==> config.mk <==
export PLATFORM = sky130hd
export DESIGN_NAME = jtframe_ddram_arb
export DESIGN_NICKNAME = d
export VERILOG_FILES = /design/src/rtl/jtframe_ddram_pkg.sv /design/src/rtl/jtframe_ddram_arb.sv
export SDC_FILE = /design/constraint.sdc
export NUM_CORES = 1
export LEC_CHECK = 0
export CORE_AREA = 2 2 181 183
export DETAILED_ROUTE_END_ITERATION = 12
export DIE_AREA = 0 0 183 185
export GPL_TIMING_DRIVEN = 0
export PLACE_DENSITY_LB_ADDON = 0.05
export SYNTH_ARGS = -nofsm -noshare
export SYNTH_HDL_FRONTEND = slang
export SYNTH_SLANG_ARGS = --single-unit
==> constraint.sdc <==
create_clock -name clk -period 3.3 [get_ports clk]
set_input_delay 0.33 -clock clk [delete_from_list [all_inputs] [get_ports clk]]
set_output_delay 0.33 -clock clk [all_outputs]
set_load 0.03 [all_outputs]
==> src/rtl/jtframe_ddram_pkg.sv <==
// Shared definitions for the MiSTer DDR3 burst arbiter.
//   state_t    : arbiter FSM states
//   DDR_*      : DDR port geometry (word address, data and byte-enable widths)
//   OWN_A/B    : owner encoding for the current grant
//   norm_burst : maps a zero burst count to a single beat
package jtframe_ddram_pkg;

    localparam int DDR_AW  = 29;
    localparam int DDR_DW  = 64;
    localparam int DDR_BEW = 8;

    localparam logic OWN_A = 1'b0;
    localparam logic OWN_B = 1'b1;

    typedef enum logic [2:0] {
        IDLE,
        CMD,
        RD_DATA,
        WR,
        DONE
    } state_t;

    function automatic logic [7:0] norm_burst(input logic [7:0] cnt);
        return (cnt == 8'd0) ? 8'd1 : cnt;
    endfunction

endpackage

==> src/rtl/jtframe_ddram_arb.sv <==
// Two-requester burst arbiter in front of the MiSTer DDR3 Avalon-style port.
// Requester A (ROM download streamer) has priority; requester B gets a grant
// when A is idle or after STARVE consecutive A bursts while B waits.
// A grant covers a whole burst and is held until the last read beat returns
// or the last write beat is accepted.
// Ports:
//   clk, rst_n              : clock, asynchronous active-low reset
//   a_* / b_*               : requester side (rd, we, addr, burstcnt, din, be
//                             in; busy, dout_ready out)
//   x_dout                  : read data broadcast to both requesters
//   ddram_*                 : DDR side (busy, dout, dout_ready in; rd, we,
//                             addr, burstcnt, din, be out)
module jtframe_ddram_arb
    import jtframe_ddram_pkg::*;
#(
    parameter int STARVE = 4,
    parameter int AW     = DDR_AW,
    parameter int DW     = DDR_DW
) (
    input  logic                 clk,
    input  logic                 rst_n,
    // requester A
    input  logic                 a_rd,
    input  logic                 a_we,
    input  logic [AW-1:0]        a_addr,
    input  logic [7:0]           a_burstcnt,
    input  logic [DW-1:0]        a_din,
    input  logic [DDR_BEW-1:0]   a_be,
    output logic                 a_busy,
    output logic                 a_dout_ready,
    // requester B
    input  logic                 b_rd,
    input  logic                 b_we,
    input  logic [AW-1:0]        b_addr,
    input  logic [7:0]           b_burstcnt,
    input  logic [DW-1:0]        b_din,
    input  logic [DDR_BEW-1:0]   b_be,
    output logic                 b_busy,
    output logic                 b_dout_ready,
    // shared read data
    output logic [DW-1:0]        x_dout,
    // DDR port
    input  logic                 ddram_busy,
    output logic                 ddram_rd,
    output logic                 ddram_we,
    output logic [AW-1:0]        ddram_addr,
    output logic [7:0]           ddram_burstcnt,
    output logic [DW-1:0]        ddram_din,
    output logic [DDR_BEW-1:0]   ddram_be,
    input  logic [DW-1:0]        ddram_dout,
    input  logic                 ddram_dout_ready
);

    localparam int SW = (STARVE < 1) ? 1 : $clog2(STARVE + 1);
    localparam logic [SW-1:0] STARVE_MAX = SW'(STARVE);

    state_t               state_q, state_d;
    logic                 owner_q, owner_d;
    logic [7:0]           cnt_q, cnt_d;
    logic [7:0]           len_q, len_d;
    logic [AW-1:0]        addr_q, addr_d;
    logic [7:0]           bcnt_q, bcnt_d;
    logic [SW-1:0]        starve_q, starve_d;

    logic                 a_req, b_req;
    logic                 own_rd, own_we;
    logic [AW-1:0]        own_addr;
    logic [7:0]           own_bcnt;
    logic [DW-1:0]        own_din;
    logic [DDR_BEW-1:0]   own_be;
    logic                 owner_busy;
    logic                 owner_dout_ready;

    assign a_req    = a_rd | a_we;
    assign b_req    = b_rd | b_we;

    assign own_rd   = (owner_q == OWN_B) ? b_rd : a_rd;
    assign own_we   = (owner_q == OWN_B) ? b_we : a_we;
    assign own_addr = (owner_q == OWN_B) ? b_addr : a_addr;
    assign own_bcnt = norm_burst((owner_q == OWN_B) ? b_burstcnt : a_burstcnt);
    assign own_din  = (owner_q == OWN_B) ? b_din : a_din;
    assign own_be   = (owner_q == OWN_B) ? b_be : a_be;

    assign x_dout   = ddram_dout;

    always_ff @(posedge clk or negedge rst_n) begin
        if (!rst_n) begin
            state_q  <= IDLE;
            owner_q  <= OWN_A;
            cnt_q    <= '0;
            len_q    <= '0;
            addr_q   <= '0;
            bcnt_q   <= '0;
            starve_q <= '0;
        end else begin
            state_q  <= state_d;
            owner_q  <= owner_d;
            cnt_q    <= cnt_d;
            len_q    <= len_d;
            addr_q   <= addr_d;
            bcnt_q   <= bcnt_d;
            starve_q <= starve_d;
        end
    end

    always_comb begin
        state_d          = state_q;
        owner_d          = owner_q;
        cnt_d            = cnt_q;
        len_d            = len_q;
        addr_d           = addr_q;
        bcnt_d           = bcnt_q;
        starve_d         = starve_q;

        ddram_rd         = 1'b0;
        ddram_we         = 1'b0;
        ddram_addr       = '0;
        ddram_burstcnt   = '0;
        ddram_din        = '0;
        ddram_be         = '0;
        owner_busy       = 1'b1;
        owner_dout_ready = 1'b0;

        // The starvation count only means something while B is waiting.
        if (!b_req) begin
            starve_d = '0;
        end

        case (state_q)
            IDLE: begin
                if (a_req || b_req) begin
                    state_d = CMD;
                    if (b_req && (!a_req || starve_q >= STARVE_MAX)) begin
                        owner_d  = OWN_B;
                        starve_d = '0;
                    end else begin
                        owner_d = OWN_A;
                        if (b_req) begin
                            starve_d = starve_q + 1'b1;
                        end
                    end
                end
            end

            CMD: begin
                // A simultaneous rd+we is treated as a read; we is masked so
                // the DDR never sees both commands in one cycle.
                ddram_rd       = own_rd;
                ddram_we       = own_we & ~own_rd;
                ddram_addr     = own_addr;
                ddram_burstcnt = own_bcnt;
                ddram_din      = own_din;
                ddram_be       = own_be;
                owner_busy     = ddram_busy;
                if (own_rd && !ddram_busy) begin
                    state_d = RD_DATA;
                    len_d   = own_bcnt;
                    cnt_d   = '0;
                    addr_d  = own_addr;
                    bcnt_d  = own_bcnt;
                end else if (own_we && !ddram_busy) begin
                    state_d = (own_bcnt == 8'd1) ? DONE : WR;
                    len_d   = own_bcnt;
                    cnt_d   = 8'd1;
                    addr_d  = own_addr;
                    bcnt_d  = own_bcnt;
                end else if (!own_rd && !own_we) begin
                    // Request withdrawn before the DDR took it.
                    state_d = IDLE;
                end
            end

            RD_DATA: begin
                if (ddram_dout_ready) begin
                    owner_dout_ready = 1'b1;
                    cnt_d            = cnt_q + 8'd1;
                    if (cnt_q == len_q - 8'd1) begin
                        state_d = DONE;
                    end
                end
            end

            WR: begin
                // Address and burst count were fixed by the first beat.
                ddram_we       = own_we;
                ddram_addr     = addr_q;
                ddram_burstcnt = bcnt_q;
                ddram_din      = own_din;
                ddram_be       = own_be;
                // Keep the owner stalled if it only presents a read mid-burst.
                owner_busy     = ddram_busy | ~own_we;
                if (own_we && !ddram_busy) begin
                    cnt_d = cnt_q + 8'd1;
                    if (cnt_q == len_q - 8'd1) begin
                        state_d = DONE;
                    end
                end
            end

            DONE: begin
                state_d = IDLE;
            end

            default: begin
                state_d = IDLE;
            end
        endcase
    end

    // Route the owner-facing handshake to the right requester.
    always_comb begin
        a_busy       = 1'b1;
        b_busy       = 1'b1;
        a_dout_ready = 1'b0;
        b_dout_ready = 1'b0;
        if (owner_q == OWN_B) begin
            b_busy       = owner_busy;
            b_dout_ready = owner_dout_ready;
        end else begin
            a_busy       = owner_busy;
            a_dout_ready = owner_dout_ready;
        end
    end

endmodule

==> metrics.yaml, run 1 <==
grt_max_degree: 36
die_w_microns: 183
crit_fanout: 10
max_slew_margin_pct: 42.8
die_area_sq_um: 33900
clock_power_share_pct: 8.7
comb_power_share_pct: 73.5
p_int_w: 0.00321
synth_nets: 940
rows: 66
overflow: 0
clockBufferDepth: 2
syn-instance-count: 647
boundaryPins: 469
startpoint_type: "register"
leakagePower_nw: 4.13
via_per_inst: 4.08
grt_usage_pct: 17.0
ant_nets: 0
ir_worst_vdd_mv: 0.250
design_area_sq_um: 9750
fin_skew_ns: 0.0141
htreeDepth: 2
hold_viol: 0
holdWs_ns: 0.521
critPathRequiredTime_ns: 2.97
place_hpwl_microns: 25600
wirelength_microns: 30500
multiInputGateArea_sq_um: 2920
final.fill_count: 3504
synth_cell_types: 57
slew_viol_final: 0
synth_area_sq_um: 4940
grt_pass1_wl_microns: 42300
seq_area_frac_synth_pct: 26.3
setup-violations-final: 0
holdCritPathClass: "in2async"
io_buffers: 404
place_area_sq_um: 9510
vias: 5995
synth_warnings: 0
regArea_sq_um: 1300
layout_commonest_cell: "clkdlybuf4s50_1"
total_power_w: 0.00650
start_util_pct: 15.4
critPathArrivalTime_ns: 2.83
synth_edf_count: 0
timing.max_cap.violations: 0
stdcell_count: 1469
wire_per_inst_microns: 20.7
status: "finished, final reports clean"
cts_setup_buffers: 0
sequentialPowerShare_pct: 17.8
switchingPower_w: 0.00329
first_iter_violations: 200
gp_congestion: 0.778
antenna_cells: 0
post-route-period-util_pct: 95.9
ys.flop_type: "dfrtp_1"
async_flop_share_pct: 100
dr.pass1.iters: 6
cts_tree: "done"
clk_pin_slew_ns: 0.08
tightest_slew_ns: 0.844
final_layout_size_suffix_gt1_share_pct: 10.6
place_inst: 1460
worstSetupPathType: "reg2out"
route.detailed.drc: 0
ys_seq_elements: 52
cts_sinks: 52
timing.fmax_mhz: 316
mostFrequentLayoutCells: "clkdlybuf4s50_1, nor2_1, mux2i_1"
grt_pass1_vias: 6040
p_sw_share_pct: 50.6
area_delta_synth_final_pct: 97.3
core_sq_um: 32000
fin_crit_ns: 3.16
insertion_delay_ns: 0.30
root_buffer: "clkbuf_16"
cts-buffers-inserted: 5
cp-end-kind: "output pin"
fin_util_pct: 30.4
power.density_nw_per_um2: 667
postSynthAreaPerCell_sq_um: 7.64
die_h_microns: 185
grt_antenna_before_repair: 3
nNetsFinal: 1353
-- worst paths after layout --
path                            startpoint           to  slack, ns  depth (start not counted)
worst max-delay path               owner_q  ddram_be[4]       0.14                          6
worst min-delay path                 rst_n  starve_q[1]       0.52                          2
worst max register to register  state_q[2]   addr_q[26]       0.90                          7
worst min register to register  addr_q[23]   addr_q[23]       0.53                          2
max in group asynchronous            rst_n   addr_q[20]       2.19                          3
min in group clk                addr_q[23]   addr_q[23]       0.53                          2
-- power groups by stage --
| stage | sequential [W] | clock, W | combinational (W) |
|---|---|---|---|
| after detailed placement | 0.00116 | 0 | 0.00487 |
| after global routing | 0.00120 | 0.000618 | 0.00517 |
| after CTS | 0.00115 | 0.000600 | 0.00489 |
| after floorplan | 0.00110 | 0 | 0.00292 |
| after global placement | 0.00116 | 0 | 0.00488 |
| final | 0.00116 | 0.000569 | 0.00478 |
-- per-layer routing --
metal  share of wire, %  track usage, %  vias to the layer above
met5               0.14               0                        -
met4                1.1            2.78                        6
met3                8.0            4.78                       20
met2                 48            29.3                      232
met1                 43            21.4                     2789
li1                   -               -                     2948
-- cells by family (layout without fill, tap and decap cells) --
logic type	Yosys count	in the layout	share of synthesized area, %
simple gates	248	248	21.3
flops	52	52	26.3
compound gates	105	105	12.1
mux	111	111	22.5
xor+xnor	14	14	2.48
fa+ha+maj	3	3	0.760
buf+inv	114	528	14.5
-- metrics by stage --
stage,setup WS (ns),setup TNS (ns)
CTS,0.00931,0
finish,0.135,0
floorplan,0.740,0
global placement,-0.164,-2.23
global route,-0.00176,-0.00176
detailed placement,-0.149,-0.168
-- registers in the layout (all words and copies together) (netlist names) --
| name | cells |
|---|---|
| state_q | 3 |
| starve_q | 3 |
| addr_q | 29 |
| cnt_q | 8 |
| owner_q | 1 |
| bcnt_q | 8 |
-- critical path, stage by stage, from the launching register on --
cell and delay (ns):
dfrtp_1 0.42, buf_2 0.26, buf_2 0.37, clkbuf_4 0.36, mux2i_1 0.40, nor2_1 0.07
clkdlybuf4s50_1 0.64
-- synth_stat cells (2+ instances only) --
master,instances,area (sq um)
a31oi_1,2,12.5
xnor2_1,4,35.0
inv_1,5,18.8
buf_1,3,11.3
o21bai_1,2,15.0
nor2_1,199,747
buf_2,19,95.1
and2_1,2,12.5
mux2i_1,110,1100
a21oi_1,77,385
nand3_1,2,10.0
o2111ai_1,2,17.5
buf_4,64,480
o21ai_0,5,25.0
dfrtp_1,52,1300
nor2b_1,3,18.8
xor2_1,10,87.6
nor3_1,9,45.0
or3_2,2,15.0
clkbuf_1,20,75.1
nand2_1,7,26.3
ha_1,3,37.5
a211oi_1,3,22.5
nand4_1,3,18.8
and3_1,2,12.5
nand2b_1,6,37.5
-- area by class of cell --
type	instances	share of cell area, %
sequential	52	13.3
inverter	5	0.193
clock inverter	3	0.347
timing repair buffer	406	42.1
tap	408	5.24
buffer	109	7.53
clock buffer	5	1.28
multi-input combinational	481	30.0
-- what timing repair did --
item	in CTS	in global routing
hold buffers	1	0
resized for setup	20	29
hold endpoints to repair	10	0
setup endpoints to repair	96	61
gates cloned	0	0
Power figures use the tool's default switching activity.
==> run 2, diff against run 1 <==
==> constraint.sdc (replaced) <==
create_clock -name clk -period 3.3 [get_ports clk]
set_input_delay 0.825 -clock clk [delete_from_list [all_inputs] [get_ports clk]]
set_output_delay 0.825 -clock clk [all_outputs]
set_load 0.03 [all_outputs]
==> run 2 against run 1 <==
Power hardly changed. Final cell count is 0.20% higher. Sequential share of layout area is 0.097 points lower. Non-clock buffer count is 1 higher. Worst setup slack worse by 0.069 ns. Final area is 0.73% higher. Flip-flop and latch count stayed put. Clock power is 8.8% higher. Fmax is 2.1% lower. Clock-buffer cell count is 1 higher. Critical path depth is 2 higher. Global-route usage is 0.28 points lower. Largest cell class unchanged.
==> metrics.yaml, run 2 (synthesized netlist as in run 1, its figures left out) <==
die_w_microns: 183  # unchanged
fin_skew_ns: 0.00819  # -0.00588 ns
multiInputGateArea_sq_um: 2990  # +2.4%
vias: 5990  # -0.083%
clock_power_share_pct: 9.5  # +0.8 points
crit_fanout: 2  # -8
place_inst: 1460  # unchanged
mostFrequentLayoutCells: "clkdlybuf4s50_1, nor2_1, mux2i_1"
final_layout_size_suffix_gt1_share_pct: 13.7  # +3.1 points
cts-buffers-inserted: 5  # unchanged
cts_tree: "done"
clk_pin_slew_ns: 0.07  # about the same
grt_max_degree: 32  # -11%
wirelength_microns: 30500  # about the same
boundaryPins: 469  # unchanged
grt_pass1_vias: 5816  # -3.7%
fin_crit_ns: 3.23  # +0.0691 ns
insertion_delay_ns: 0.30  # about the same
timing.max_cap.violations: 0  # unchanged
first_iter_violations: 258  # +29%
p_int_w: 0.00320  # -0.35%
total_power_w: 0.00651  # about the same
status: "finished, final reports clean"
holdWs_ns: 0.520  # -0.000803 ns
root_buffer: "clkbuf_16"
rsz0062_at_grt: "yes"
route.detailed.drc: 0  # unchanged
cp_top_family: "simple AND/OR/NAND/NOR gates"
gp_congestion: 0.797  # +2.5%
largest_reg_flops: 29  # unchanged
io_buffers: 404  # unchanged
dr.pass1.iters: 4  # -2
hold_viol: 0  # unchanged
place_hpwl_microns: 25400  # -0.74%
grt_usage_pct: 16.7  # -0.28 points
htreeDepth: 2  # unchanged
p_sw_share_pct: 50.8  # +0.21 points
worstPathCellList: "clkbuf_2 > or4b_4 > o22ai_2 > and3_4 > a211oi_4 > nor2b_4 > a211oi_2 > buf_4"
worstSetupPathType: "in2out"
switchingPower_w: 0.00331  # +0.50%
reg_top3: "addr_q: 29 flops, bcnt_q: 8 flops, cnt_q: 8 flops"
cts_sinks: 52  # unchanged
nNetsFinal: 1354  # +0.074%
layout_commonest_cell: "clkdlybuf4s50_1"
overflow: 0  # unchanged
holdCritPathClass: "in2async"
holdBufCountCts: 0  # -1
final.fill_count: 3463  # -1.2%
critPathMaxStageDelay_ns: 0.53  # -0.11 ns
tns_ns: 0  # unchanged
post-route-period-util_pct: 98.0  # +2.1 points
area_delta_synth_final_pct: 98.7
die_h_microns: 185  # unchanged
timing.fmax_mhz: 309  # -2.1%
max_slew_margin_pct: 41.0  # -1.8 points
cp_slowest_cell: "or4b_4"
die_area_sq_um: 33900  # unchanged
wire_per_inst_microns: 20.7  # -0.20%
tightest_slew_ns: 0.871  # +0.0269 ns
comb_power_share_pct: 72.6  # -0.9 points
rows: 66  # unchanged
regArea_sq_um: 1300  # unchanged
max_flop_register: "addr_q"
startpoint_type: "primary input"
start_util_pct: 15.4  # unchanged
grt_pass1_wl_microns: 41600  # -1.8%
clockBufferDepth: 2  # unchanged
cp.buffers_inverters: 2  # -2
slew_viol_final: 0  # unchanged
cp-end-kind: "output pin"
grt_antenna_before_repair: 6  # +3
setup-violations-final: 0  # unchanged
ant_nets: 0  # unchanged
stdcell_count: 1472  # +0.20%
leakagePower_nw: 4.78  # +16%
critPathArrivalTime_ns: 2.41  # -0.42 ns
core_sq_um: 32000  # unchanged
ir_worst_vdd_mv: 0.238  # -4.7%
critPathRequiredTime_ns: 2.47  # -0.50 ns
via_per_inst: 4.07  # -0.29%
power.density_nw_per_um2: 663  # -0.65%
sequentialPowerShare_pct: 17.9  # about the same
run 2: final cells by class:
class                   instances  area share, %
diodes                          2         0.0510
plain buffers                 109           7.90
clock buffers                   6           1.31
clock inverters                 2          0.357
inverters                       5          0.191
multi-input cells             481           30.5
flip-flops and latches         52           13.3
well taps                     408           5.20
repair buffers                407           41.2
run 2: final timing paths:
| kind | from | to | slack (ns) | cells after the start |
|---|---|---|---|---|
| setup / recovery | b_burstcnt[7] | ddram_burstcnt[0] | 0.07 | 8 |
| hold / removal | rst_n | state_q[0] | 0.52 | 1 |
| setup reg to reg | state_q[0] | addr_q[26] | 0.88 | 7 |
| hold reg to reg | addr_q[3] | addr_q[3] | 0.53 | 2 |
| max in group asynchronous | rst_n | addr_q[2] | 2.17 | 2 |
| min in group clk | addr_q[3] | addr_q[3] | 0.53 | 2 |
run 2: power by group through the flow:
stage	logic, W	clock network [W]	registers (W)
after floorplan	0.00292	0	0.00110
after global placement	0.00487	0	0.00117
after detailed placement	0.00487	0	0.00117
after CTS	0.00482	0.000643	0.00116
after global routing	0.00508	0.000665	0.00121
final	0.00473	0.000619	0.00116
run 2: layer usage:
layer | wire length (microns) | vias to the layer above | GRT usage, %
met4 | 258 | 8 | 2.18
met5 | 54 | - | 0
met2 | 14900 | 241 | 29.4
met3 | 2400 | 19 | 4.92
li1 | - | 2958 | -
met1 | 12900 | 2764 | 20.7
run 2: repair_timing:
| action | CTS | global route |
|---|---|---|
| resized for setup | 134 | 59 |
| setup buffers | 1 | 1 |
| setup endpoints to repair | 114 | 43 |
| pin swaps | 3 | 7 |
run 2: through the flow:
stage | worst slack (ns) | util [%] | area (sq um)
after global routing | -0.00504 | 30.6 | 9810
after CTS | -0.152 | 30.3 | 9700
after detailed placement | -1.04 | 29.7 | 9520
after global placement | -1.07 | 29.7 | 9500
final | 0.0662 | 30.6 | 9820
after floorplan | 0.0368 | - | 4950
